### src/rtl/seg_scan_ctrl.sv
// seg_scan_ctrl: sequential shift-add-3 binary-to-BCD converter feeding a
// time-multiplexed 7-segment digit bus with leading-zero blanking,
// overflow saturation, ghost blanking and display freeze.
module seg_scan_ctrl #(
  parameter int unsigned NUM_DIGITS   = 4,
  parameter int unsigned BIN_WIDTH    = 14,
  parameter int unsigned SEL_WIDTH    = 3,
  parameter int unsigned SKIP_SEL     = 2,
  parameter int unsigned DWELL_CYCLES = 1,
  parameter int unsigned BLANK_CYCLES = 0,
  parameter int unsigned LZ_SUPPRESS  = 1
) (
  input  logic                 clk,
  input  logic                 reset_n,
  input  logic [BIN_WIDTH-1:0] value,
  input  logic                 freeze,
  output logic [3:0]           digit,
  output logic [SEL_WIDTH-1:0] sel,
  output logic                 en,
  output logic                 conv_done,
  output logic                 ovf
);

  localparam int unsigned BCD_W = 4 * NUM_DIGITS;
  localparam int unsigned CW    = $clog2(BIN_WIDTH + 1);
  localparam int unsigned SW    = $clog2(DWELL_CYCLES + 1);
  localparam int unsigned IW    = (NUM_DIGITS > 1) ? $clog2(NUM_DIGITS) : 1;

  function automatic logic [63:0] pow10(input int unsigned k);
    logic [63:0] r;
    r = 64'd1;
    for (int unsigned j = 0; j < k; j++) r = r * 64'd10;
    return r;
  endfunction

  localparam logic [63:0]          MAX_VAL    = pow10(NUM_DIGITS) - 64'd1;
  localparam logic [BCD_W-1:0]     ALL_NINES  = {NUM_DIGITS{4'h9}};
  localparam logic [CW-1:0]        SHIFT_LAST = CW'(BIN_WIDTH - 1);
  localparam logic [SW-1:0]        DWELL_LAST = SW'(DWELL_CYCLES - 1);
  localparam logic [SW-1:0]        BLANK_C    = SW'(BLANK_CYCLES);
  localparam logic [IW-1:0]        IDX_LAST   = IW'(NUM_DIGITS - 1);
  localparam logic [SEL_WIDTH-1:0] SEL_ONE    = SEL_WIDTH'(1);

  typedef enum logic [1:0] {S_IDLE, S_LOAD, S_SHIFT, S_COMMIT} state_e;

  state_e               state_q, state_d;
  logic [BIN_WIDTH-1:0] shift_q, shift_d;
  logic [BCD_W-1:0]     bcd_q, bcd_d;
  logic [CW-1:0]        cnt_q, cnt_d;
  logic                 ovf_pend_q, ovf_pend_d;
  logic [BCD_W-1:0]     disp_q, disp_d;
  logic                 ovf_q, ovf_d;
  logic                 conv_done_q, conv_done_d;
  logic [SW-1:0]        slot_q, slot_d;
  logic [IW-1:0]        idx_q, idx_d;

  logic [BCD_W-1:0]      adj;
  logic [63:0]           val_ext;
  logic [NUM_DIGITS-1:0] zero_above;
  logic                  zacc;
  logic                  blank;
  logic                  suppress;

  // Conversion FSM state register
  always_ff @(posedge clk or negedge reset_n) begin
    if (!reset_n) state_q <= S_IDLE;
    else          state_q <= state_d;
  end

  // Conversion FSM next state: IDLE, LOAD, BIN_WIDTH x SHIFT, COMMIT
  always_comb begin
    state_d = state_q;
    case (state_q)
      S_IDLE:   state_d = S_LOAD;
      S_LOAD:   state_d = S_SHIFT;
      S_SHIFT:  if (cnt_q == SHIFT_LAST) state_d = S_COMMIT;
      S_COMMIT: state_d = S_IDLE;
      default:  state_d = S_IDLE;
    endcase
  end

  // Conversion datapath: load, add-3 then shift, atomic commit to display
  always_comb begin
    shift_d     = shift_q;
    bcd_d       = bcd_q;
    cnt_d       = cnt_q;
    ovf_pend_d  = ovf_pend_q;
    disp_d      = disp_q;
    ovf_d       = ovf_q;
    conv_done_d = 1'b0;
    val_ext     = 64'(value);
    adj         = bcd_q;
    for (int unsigned k = 0; k < NUM_DIGITS; k++) begin
      if (bcd_q[4*k +: 4] >= 4'd5) adj[4*k +: 4] = bcd_q[4*k +: 4] + 4'd3;
    end
    case (state_q)
      S_LOAD: begin
        shift_d    = value;
        bcd_d      = '0;
        cnt_d      = '0;
        ovf_pend_d = (val_ext > MAX_VAL);
      end
      S_SHIFT: begin
        // top BCD bit falls off; it only carries data when saturating anyway
        {bcd_d, shift_d} = {adj[BCD_W-2:0], shift_q, 1'b0};
        cnt_d            = cnt_q + 1'b1;
      end
      S_COMMIT: begin
        if (!freeze) begin
          disp_d      = ovf_pend_q ? ALL_NINES : bcd_q;
          ovf_d       = ovf_pend_q;
          conv_done_d = 1'b1;
        end
      end
      default: ;
    endcase
  end

  // Conversion and display registers
  always_ff @(posedge clk or negedge reset_n) begin
    if (!reset_n) begin
      shift_q     <= '0;
      bcd_q       <= '0;
      cnt_q       <= '0;
      ovf_pend_q  <= 1'b0;
      disp_q      <= '0;
      ovf_q       <= 1'b0;
      conv_done_q <= 1'b0;
    end else begin
      shift_q     <= shift_d;
      bcd_q       <= bcd_d;
      cnt_q       <= cnt_d;
      ovf_pend_q  <= ovf_pend_d;
      disp_q      <= disp_d;
      ovf_q       <= ovf_d;
      conv_done_q <= conv_done_d;
    end
  end

  // Scan slot counter and digit index, free-running
  always_comb begin
    slot_d = slot_q;
    idx_d  = idx_q;
    if (slot_q == DWELL_LAST) begin
      slot_d = '0;
      idx_d  = (idx_q == IDX_LAST) ? '0 : idx_q + 1'b1;
    end else begin
      slot_d = slot_q + 1'b1;
    end
  end

  // Scan registers
  always_ff @(posedge clk or negedge reset_n) begin
    if (!reset_n) begin
      slot_q <= '0;
      idx_q  <= '0;
    end else begin
      slot_q <= slot_d;
      idx_q  <= idx_d;
    end
  end

  // Digit bus outputs: select mapping, ghost blanking, leading-zero blanking
  always_comb begin
    zacc = 1'b1;
    zero_above = '0;
    for (int unsigned j = 0; j < NUM_DIGITS; j++) begin
      zacc = zacc & (disp_q[4*(NUM_DIGITS-1-j) +: 4] == 4'd0);
      zero_above[NUM_DIGITS-1-j] = zacc;
    end
    digit     = disp_q[4*idx_q +: 4];
    sel       = SEL_WIDTH'(idx_q) + ((32'(idx_q) >= SKIP_SEL) ? SEL_ONE : '0);
    blank     = (BLANK_CYCLES != 0) && (slot_q < BLANK_C);
    suppress  = (LZ_SUPPRESS != 0) && (idx_q != '0) && zero_above[idx_q] && !ovf_q;
    en        = !(blank || suppress);
    conv_done = conv_done_q;
    ovf       = ovf_q;
  end

endmodule

### config.mk
export PLATFORM = sky130hd
export DESIGN_NAME = seg_scan_ctrl
export DESIGN_NICKNAME = d
export VERILOG_FILES = /design/src/rtl/seg_scan_ctrl.sv
export SDC_FILE = /design/constraint.sdc
export NUM_CORES = 1
export LEC_CHECK = 0
export ABC_AREA = 0
export CAP_MARGIN = 10
export CORE_ASPECT_RATIO = 1.1
export CORE_MARGIN = 8
export CORE_UTILIZATION = 40
export CTS_CLUSTER_SIZE = 24
export DETAILED_ROUTE_END_ITERATION = 10
export PLACE_DENSITY = 0.67
export SKIP_LAST_GASP = 1
export SLEW_MARGIN = 10
export SYNTH_ARGS = -nofsm -noshare
export SYNTH_HDL_FRONTEND = slang
export SYNTH_SLANG_ARGS = --single-unit
export TNS_END_PERCENT = 50
### constraint.sdc
create_clock -name clk -period 5.1 [get_ports clk]
set_clock_uncertainty 0.2 [all_clocks]
set_input_delay 1.02 -clock clk [delete_from_list [all_inputs] [get_ports clk]]
set_output_delay 1.02 -clock clk [all_outputs]
set_load 0.01 [all_outputs]
-- Word-level counts from Yosys, hierarchy flattened
Cells that the tools add are included.
- $add $sub $neg: 8
- magnitude comparators: 7
- eq/ne operators: 6
- shifts and indexed selects: 1
- muxes and demuxes: 17
- bitwise logic cells: 4
- reductions and logical operators: 12
- operators by type and width (operator ; number):
    case mux 16 bit (2 select lines) ; 1
    case mux 14 bit (2 select lines) ; 1
    greater-or-equal comparator 4 x 3 -> 1 bit (second input constant) ; 4
    zero test 4 bit ; 4
    two-way mux 16 bit ; 1
    indexed part select 16 x 5 -> 4 bit ; 1
    > comparator 14 bit (second input constant) ; 1
    adder 4 x 2 -> 4 bit (second input constant) ; 3
    two-way mux 4 bit ; 3
    case mux 2 bit (4 select lines) ; 1
    case mux 4 bit (2 select lines) ; 1
    equality test 2 bit (second input constant) ; 3
    two-way mux 1 bit ; 5
    adder 4 x 1 -> 4 bit (second input constant) ; 1
    equality test 4 bit (second input constant) ; 1
    two-way mux 2 bit ; 2
    nonzero test 2 bit ; 2
    adder 2 x 1 -> 3 bit ; 1
    adder 3 x 2 -> 3 bit (second input constant) ; 1
    AND 1 bit ; 3
    less-than comparator 2 x 3 -> 1 bit (second input constant) ; 1
    two-way mux 3 bit ; 1
    adder 2 x 1 -> 2 bit (second input constant) ; 1
    binary-select mux 1 bit (select 2 bit) ; 1
    9 further kinds ; 11
- register bits: 58
- bits of input ports: 17
- output and inout port bits: 10
- logic and storage cells: 65

-- Logic depth before layout (Yosys ltp)
- word-level depth: 9
- mapped depth: 7
- depth with buffers taken out: 5

-- Worst setup path after synthesis
OpenSTA, ideal clock, no wires.
- path type: register to output
- start: reg idx_q[0]
- end: out en
- arrival time: 1.345 ns
- slack: 2.535 ns
- stages on the path, launching flop included: 7
- buffers on the path: 1
- cell sequence: dfrtp_1 > buf_2 > inv_1 > ha_1 > nor4_1 > nand2_1 > a211o_1
- cells in the longest elaborated chain, start to end: 5
- elaborated cells between the ends (all ways): 6
- ends and longest elaborated chain (item ; line ; text):
    start, declared ; 55 ; logic [IW-1:0] idx_q, idx_d;
    start signal, assigned ; 159 ; idx_q <= idx_d;
    binary-select mux 1 bit (select 2 bit) ; 174 ; suppress = (LZ_SUPPRESS != 0) && (idx_q != '0) && zero_above[idx_q] && !ovf_q;
    two-way mux 1 bit (implied by the code) ; 174 ;
    logical AND 1 bit (*) (2 in a row) ; 174 ;
    zero test 1 bit (*) ; 175 ; en = !(blank || suppress);
    end, declared ; 19 ; output logic en,
Mark *: on every way between the ends. The rest lies on a longest branch, timed or not. The select of a mux whose other input is x is not followed.

-- Worst setup path after layout
Same ends and word-level chain as after synthesis.

==> results.toml <==
[synthesis]
synth.top_cell.area_share = 0.4707
syn_area_per_cell_sq_um = 10.17
netlist_area_sq_um = 3030
synth_top_area_cell = "dfrtp_1"
synth_cell_types = 34
seq_area_frac_synth = 0.4707
yosys_warnings = 0
syn-instance-count = 298
synth.ff_latch_count = 57
synthTopCellsByArea = "dfrtp_1 (47%), ha_1 (7.4%), mux2i_1 (5.6%), a21oi_1 (3.0%), mux4_2 (3.0%)"
synth_nets = 333

[sta]
min_period_over_period = 0.6789
rsz0062_at_grt = "no"
slew_headroom = 0.2791
slew_violations = 0
hold_viol_final = 0
worstMarginPinSlew_ns = 1.081
report.final.setup_viol = 0
final.setup.tns_ns = 0
max_freq_ghz = 0.2888
timing.final.crit_period_ns = 3.462

[global_routing]
grt_pass1_wl_mm = 10.84
antenna_found_initial = 0
grt_max_degree = 63
grt_pass1_vias = 2286
grt_overflow = 0
grt.total_usage = 0.1274

[cts]
cts.hold.buffers_added = 0
clock_latency_ns = 0.34
path_clk_slew_ns = 0.06
clkSinkCount = 57
cts_resized = 0
tritoncts = "built"
cts_max_level = 3
post_cts_buffers = 0
cts_root_buf = "clkbuf_8"
cts_buffers = 9
cts_buffer_depth = 2

[critical_path]
crit_slowest_cell = "dfrtp_1"
critPathRequiredTime_ns = 3.88
critPathCaptureType = "primary output"
r2r-start = "state_q[0]"
cp.arrival_ns = 2.24
crit_chain = "inv_1 > ha_1 > nor4_1 > nand2_1 > a211o_1 > clkdlybuf4s50_1"
r2r_slack_ns = 2.51
crit_fanout = 8
crit_buf_inv = 2
reg2reg_depth = 6
crit_family = "buffers and inverters"
timing.rr.end = "bcd_q[10]"
cpPeakStageDelay_ns = 0.55
critPathLaunchType = "flop"
critPathKind = "flop to primary output"

[finish]
diodes = 0
final_cell_area_sq_um = 3485
final_cell_mix = "dfrtp_1 (57), clkdlybuf4s50_1 (25), nor2_1 (24), nand2_1 (23), inv_1 (20)"
register_area_sq_um = 1426
final_common_cell = "dfrtp_1"
final_layout_size_suffix_gt1_frac = 0.08050
n_fill_cell = 682
multi_input_area_sq_um = 1419
final_nets = 353
syn2layout_area_growth_pct = 14.99

[place]
place_area_sq_um = 3311
hpwlAfterDp_mm = 4.176
io_buffer_count = 26
gp_congestion = 0.8046

[worst_hold_path]
hold_start = "disp_q[8]"
whs_endpoint = "disp_q[8]"
min_path_type = "flop to flop"
holdPathStages = 2

[detailed_routing]
wl_per_cell_um = 14.83
first_pass_iters = 4
viasPerCell = 5.383
drt_iter0_markers = 100
drc = 0
ant_nets = 0
wl_mm = 6.079
num_vias = 2207

[floorplan]
core_area_sq_um = 7391
start_util = 0.4100
die_area_sq_um = 10620
num_rows = 33
die_width_um = 98.99
ios = 27
die_h_um = 107.3

[status]
status = "finished clean"

[power]
p_leak_uw = 0.001743
irDropWorstVdd_mv = 0.1344
power.density_nw_per_um2 = 368.2

[flow_run]
drv_cap = 0
## per-stage QoR
stage | std cells | power (uW) | hold WS, ns | setup WS [ns] | util
after floorplan | 298 | 806.6 | 0.2661 | 2.535 | -
after global placement | 394 | 908.5 | 0.2897 | 2.036 | 0.4479
after detailed placement | 394 | 914.1 | 0.3015 | 1.956 | 0.4479
after CTS | 410 | 1291 | 0.3177 | 1.598 | 0.4715
after global routing | 410 | 1362 | 0.3428 | 1.426 | 0.4715
final | 410 | 1283 | 0.3161 | 1.638 | 0.4715
## worst max-delay path by stage
stage / start / end / slack, ns / depth (start not counted)
6_report: idx_q[0] / en / 1.64 / 6
5_1_grt: idx_q[0] / en / 1.43 / 6
4_1_cts: idx_q[0] / en / 1.60 / 6
3_5_place_dp: idx_q[0] / en / 1.96 / 6
3_3_place_gp: idx_q[0] / en / 2.04 / 6
2_1_floorplan: idx_q[0] / en / 2.53 / 6
## registers in the layout (all words and copies together), names as in the netlist
register / flops
bcd_q: 16
cnt_q: 4
conv_done: 1
disp_q: 16
idx_q: 2
ovf: 1
ovf_pend_q: 1
shift_q: 14
state_q: 2
## worst reg2reg max path, delay by kind of cell (launching register included)
kind	cells	cell delay, ns
AOI/OAI and AO/OA	1	0.17
adders and majority gates	1	0.74
and+or+nand+nor	1	0.38
buffers and inverters	3	0.61
DFF	1	0.40
## report_power, final
group	total, uW	switching, uW	internal, uW	leakage, uW
logic	314	157	157	0.000914
registers	595	78.0	517	0.000736
clock network	375	174	200	0.0000932
## cell type report
type	count	share of cell area
Clock inverter	3	0.004309
Clock buffer	13	0.04560
Sequential cell	57	0.4093
Multi-Input combinational cell	200	0.4072
Tap cell	87	0.03124
Inverter	21	0.02262
Timing Repair Buffer	29	0.07971
## logic make-up (layout without fill, tap and decap cells)
kind of cell    after synthesis  after routing  share of synthesized area
xor+xnor                      3              3                   0.008672
compound gates               75             75                     0.1713
mux                          21             21                    0.08588
flops                        57             57                     0.4707
simple gates                 83             83                     0.1280
fa+ha+maj                    18             18                    0.07432
buf+inv                      41             66                    0.06110
## per-layer routing
metal  up-vias  part of all wire  GRT usage
met3        13             0.050    0.03105
met1      1028              0.48     0.1605
met2        56              0.44     0.1952
met5         -                 0          0
met4         0             0.025    0.07464
li1       1110                 -          -
## Yosys cell counts
library cell	instances
nor3b_1	3
o22ai_1	1
a22o_1	1
and3_1	1
mux2i_1	17
dfrtp_1	57
o221ai_2	1
buf_4	2
mux4_2	4
o2bb2ai_1	5
a211o_1	9
o31ai_1	9
a31o_2	1
clkbuf_1	4
nand2_1	23
or4_1	1
nor4_1	4
a211oi_2	1
nand3_1	15
o32ai_1	3
buf_6	1
inv_2	1
ha_1	18
or3_1	5
nand2b_1	5
o21ai_0	15
nor2_1	24
a21oi_1	18
o221ai_1	7
inv_1	20
a31oi_1	4
buf_2	13
nor2b_1	2
xor2_1	3
(Power assumes the default switching activity.)
